<file path="src/rtl/div_seq_ctrl.sv">
`default_nettype none
// ============================================================================
// Module      : div_seq_ctrl (with local subtractor)
// Description : Multi-cycle unsigned restoring divider; one trial subtraction
//               per clock, quotient/remainder presented with a done pulse.
// Revision    : 1.0 - initial release
// ============================================================================

module subtractor #(
    parameter int WIDTH = 8
) (
    input  logic [WIDTH-1:0] a,
    input  logic [WIDTH-1:0] b,
    output logic [WIDTH-1:0] diff,
    output logic             bout
);
    assign {bout, diff} = {1'b0, a} - {1'b0, b};
endmodule

module div_seq_ctrl #(
    parameter int WIDTH = 8
) (
    input  logic             clk,
    input  logic             rst_n,
    input  logic             start,
    input  logic [WIDTH-1:0] dividend,
    input  logic [WIDTH-1:0] divisor,
    output logic             busy,
    output logic             done,
    output logic [WIDTH-1:0] quotient,
    output logic [WIDTH-1:0] remainder,
    output logic             div_by_zero
);
    localparam int          c_CNT_W      = $clog2(WIDTH);
    localparam logic [c_CNT_W-1:0] c_COUNT_INIT = c_CNT_W'(WIDTH - 1);

    typedef enum logic [1:0] {
        S_IDLE = 2'd0,
        S_RUN  = 2'd1,
        S_DONE = 2'd2
    } state_t;

    state_t               r_state;
    state_t               w_state_nxt;
    logic [WIDTH-1:0]     r_rem;
    logic [WIDTH-1:0]     r_q;
    logic [WIDTH-1:0]     r_dvsr;
    logic [c_CNT_W-1:0]   r_count;

    logic [WIDTH-1:0]     w_s;
    logic [WIDTH-1:0]     w_diff;
    logic                 w_bout;
    logic [WIDTH-1:0]     w_rem_nxt;
    logic [WIDTH-1:0]     w_q_nxt;

    // Partial remainder shifted left with the next dividend bit brought in.
    assign w_s       = {r_rem[WIDTH-2:0], r_q[WIDTH-1]};
    assign w_rem_nxt = w_bout ? w_s : w_diff;
    assign w_q_nxt   = {r_q[WIDTH-2:0], ~w_bout};

    subtractor #(.WIDTH(WIDTH)) u_sub (
        .a    (w_s),
        .b    (r_dvsr),
        .diff (w_diff),
        .bout (w_bout)
    );

    always_ff @(posedge clk) begin
        if (!rst_n) begin
            r_state <= S_IDLE;
        end else begin
            r_state <= w_state_nxt;
        end
    end

    always_comb begin
        w_state_nxt = r_state;
        case (r_state)
            S_IDLE: begin
                if (start) begin
                    w_state_nxt = (divisor == '0) ? S_DONE : S_RUN;
                end
            end
            S_RUN: begin
                if (r_count == '0) begin
                    w_state_nxt = S_DONE;
                end
            end
            S_DONE:  w_state_nxt = S_IDLE;
            default: w_state_nxt = S_IDLE;
        endcase
    end

    always_ff @(posedge clk) begin
        if (!rst_n) begin
            r_rem       <= '0;
            r_q         <= '0;
            r_dvsr      <= '0;
            r_count     <= '0;
            quotient    <= '0;
            remainder   <= '0;
            div_by_zero <= 1'b0;
        end else begin
            case (r_state)
                S_IDLE: begin
                    if (start) begin
                        r_q     <= dividend;
                        r_dvsr  <= divisor;
                        r_rem   <= '0;
                        r_count <= c_COUNT_INIT;
                        if (divisor == '0) begin
                            quotient    <= {WIDTH{1'b1}};
                            remainder   <= dividend;
                            div_by_zero <= 1'b1;
                        end
                    end
                end
                S_RUN: begin
                    r_rem   <= w_rem_nxt;
                    r_q     <= w_q_nxt;
                    r_count <= r_count - 1'b1;
                    // Last iteration: publish results on the same edge.
                    if (r_count == '0) begin
                        quotient    <= w_q_nxt;
                        remainder   <= w_rem_nxt;
                        div_by_zero <= 1'b0;
                    end
                end
                default: ;
            endcase
        end
    end

    assign busy = (r_state == S_RUN);
    assign done = (r_state == S_DONE);

endmodule
`default_nettype wire

</file>
<file path="config.mk">
export PLATFORM = sky130hd
export DESIGN_NAME = div_seq_ctrl
export DESIGN_NICKNAME = d
export VERILOG_FILES = /design/src/rtl/div_seq_ctrl.sv
export SDC_FILE = /design/constraint.sdc
export NUM_CORES = 1
export LEC_CHECK = 0
export CORE_ASPECT_RATIO = 1.5
export CORE_UTILIZATION = 48
export CTS_CLUSTER_DIAMETER = 200
export DETAILED_ROUTE_END_ITERATION = 8
export PLACE_DENSITY_LB_ADDON = 0.15
export SETUP_SLACK_MARGIN = 0.1
export SLEW_MARGIN = 20
export SYNTH_ARGS = -nofsm -noshare
export SYNTH_HDL_FRONTEND = slang
export SYNTH_HIERARCHICAL = 1
export SYNTH_SLANG_ARGS = --single-unit
</file>
<file path="constraint.sdc">
create_clock -name clk -period 2.2 [get_ports clk]
set_input_delay 0.44 -clock clk [delete_from_list [all_inputs] [get_ports clk]]
set_output_delay 0.44 -clock clk [all_outputs]
set_load 0.005 [all_outputs]
</file>
==> flow_summary.ini <==
[routing]
drtPass1Iterations = 4
drt-initial-drc-count = 92
wl_per_cell_microns = 14.8
vias = 2197
ant_nets = 0
vias_per_cell = 5.59
drcViolationCount = 0
wl_mm = 5.80

[status]
failed_checks = negative setup slack
status = finished with violations

[cts]
path_clk_slew_ps = 80
clock_sinks = 45
cts_root_buffer = clkbuf_8
cts_tree = built
cts_made_buffers = 5
clk_latency_ps = 300
htree_num_levels = 2
hold_buffers = 0
clk_path_buf_depth = 2

[global_routing]
grt.total_usage_pct = 24.1
grt_pass1_wl_mm = 9.40
grt_max_degree = 36
grt_pass1_vias = 2048
overflow = 0
antenna_found_initial = 0

[worst_setup_path]
critPathMaxFanout = 5
path_buf_inv = 2
worstPathCellList = inv_2 > ha_4 > fa_2 > nor2b_4 > o21ai_2 > a21boi_2 > o21ai_2 > o2bb2ai_2 > buf_6 > mux2_4 > nor2_2 > o41ai_2
start_kind = register
path_common_cell = o21ai_2
crit_arrival_ps = 2460
endpoint_kind = register
slowest_stage = fa_2
cp_data_required_time_ps = 2360
critPathMaxStageDelay_ps = 360
path_depth = 12
crit_family = compound AO/OA/AOI/OAI gates
reg2reg_depth = 12
critPathKind = register to register

[pwr]
peakVddDrop_mv = 0.423
leakagePower_nw = 1.24
power.density_nw_per_um2 = 743
total_power_mw = 2.29

[logic_synthesis]
post-synth-top-area-cell = dfxtp_1
synth_async_sr_flop_share_pct = 0
synth_cell_types = 45
syn_nets = 305
synth_area_leaders = dfxtp_1 (39%), nand2_1 (6.6%), ha_1 (5.4%), nor2_1 (4.5%), a21oi_1 (3.6%)
yosysMostFrequentCell = dfxtp_1
yosys_register_bits = 45
synthCells = 275
yosys_warnings = 6
synthFlopType = dfxtp_1
synth_area_sq_um = 2340
synth_common_cells = dfxtp_1 (45), nand2_1 (41), nor2_1 (28)
synth.top_cell.area_share_pct = 38.6
syn_area_per_cell_sq_um = 8.49
synth-edff-count = 0
yosysSeqAreaShare_pct = 38.6

[floorplan]
die_area_sq_um = 5160
die_width_microns = 59.0
num_io_pins = 38
rows = 30
die_y_microns = 87.4
core_area_sq_um = 4620
start_util_pct = 50.6

[timing]
skew_ps = 4.46
min_period_over_period_pct = 104
finalSetupViolations = 14
finalCriticalPeriod_ps = 2300
fmax_mhz = 436
hold_viol_final = 0
worstMarginPinSlew_ps = 491
rsz0062_at_grt = true
slew_headroom_pct = 67.3
worst_slack_ps = -96.2
report.final.slew_viol_count = 0

[layout]
finalNetCount = 358
finalNonFillerCells = 393
diodes = 0
postLayoutCellArea_sq_um = 3080
area_growth_syn_to_layout_pct = 32.0
drive_gt1_share_pct = 21.9

[hold_path]
worstHoldPathCells = 2
min_path_type = register to register

[place]
gp_congestion = 0.938
placed_area_sq_um = 2900
dpl.hpwl_mm = 4.08
pre_cts_ws_ps = -198
port_buffers = 37
place_inst = 380

[flow_run]
cap_violations = 0
==> path summary, 6_finish.rpt <==
kind / startpoint / endpoint / slack (ps)
min reg2reg: r_dvsr[2] / r_dvsr[2] / 460
max: r_q[7] / remainder[2] / -100
max reg2reg: r_q[7] / remainder[2] / -100
min: r_dvsr[2] / r_dvsr[2] / 460
==> cells by family (layout without fill, tap and decap cells) <==
group | Yosys count | in the layout | synth area share [%]
DFF | 45 | 45 | 38.6
xor gates and xnor gates | 4 | 4 | 1.50
buffers and inverters | 38 | 92 | 6.80
adders and majority gates | 11 | 11 | 6.21
AOI/OAI and AO/OA | 70 | 70 | 23.7
and+or+nand+nor | 99 | 99 | 19.4
muxes | 8 | 8 | 3.80
==> timing repair <==
item	CTS	global route
pin swaps	6	2
buffers inserted	3	1
resized for setup	8	9
gates cloned	1	0
endpoints found under the setup margin	15	17
==> routing by layer <==
metal	global-route usage, %	share of wire, %
met5	0	0
met4	14.9	4.7
met3	4.31	3.9
met2	42.1	52
met1	26.1	40
==> registers in the layout (all words and copies together), names as in the netlist <==
register and cells:
r_rem 7, quotient 8, r_count 3, div_by_zero 1, r_q 8, remainder 8, r_state 2, r_dvsr 8
==> power by group <==
group | leakage, nW | switching (mW) | internal [mW]
combinational | 0.825 | 0.403 | 0.452
clock | 0.0450 | 0.276 | 0.220
sequential | 0.369 | 0.0495 | 0.890
==> layout by cell type (no fill, tap or decap), types with 3 or more instances in the layout <==
cell             instances
clkbuf_8                 5
o41ai_2                  3
o21a_1                   3
mux2_2                   3
nor2_1                  24
mux2_4                   4
nor3_1                   3
o221a_2                  7
o311ai_0                 8
clkdlybuf4s50_1         37
nor2_2                   4
nand3_1                  7
nor2b_1                  3
inv_1                   15
and2_1                   8
a21oi_1                 17
dfxtp_1                 43
buf_4                   28
nand2_1                 40
xnor2_1                  4
ha_1                     9
o41ai_1                  5
a311oi_1                 7
a211oi_1                 3
==> worst min-delay path: stages, from the launching register on <==
cell and delay [ps]:
dfxtp_2 320, nand2_1 50, a21oi_1 50
==> cell type report <==
class                   instances  area (sq um)
clock inverters                 2          10.0
well taps                      64          80.1
clock buffers                   6          72.6
multi-input cells             192          1350
inverters                      17          63.8
repair buffers                 67           603
flip-flops and latches         45           903
fillers                       401          1530
==> stage by stage <==
stage               hold WS (ps)  TNS (ps)  util, %
detailed placement           447     -2290     62.9
global route                 475     -1690     66.8
finish                       456      -554     66.8
floorplan                    436     -34.5        -
global placement             444     -1760     62.9
CTS                          459      -501     65.9
(Power assumes the default switching activity.)
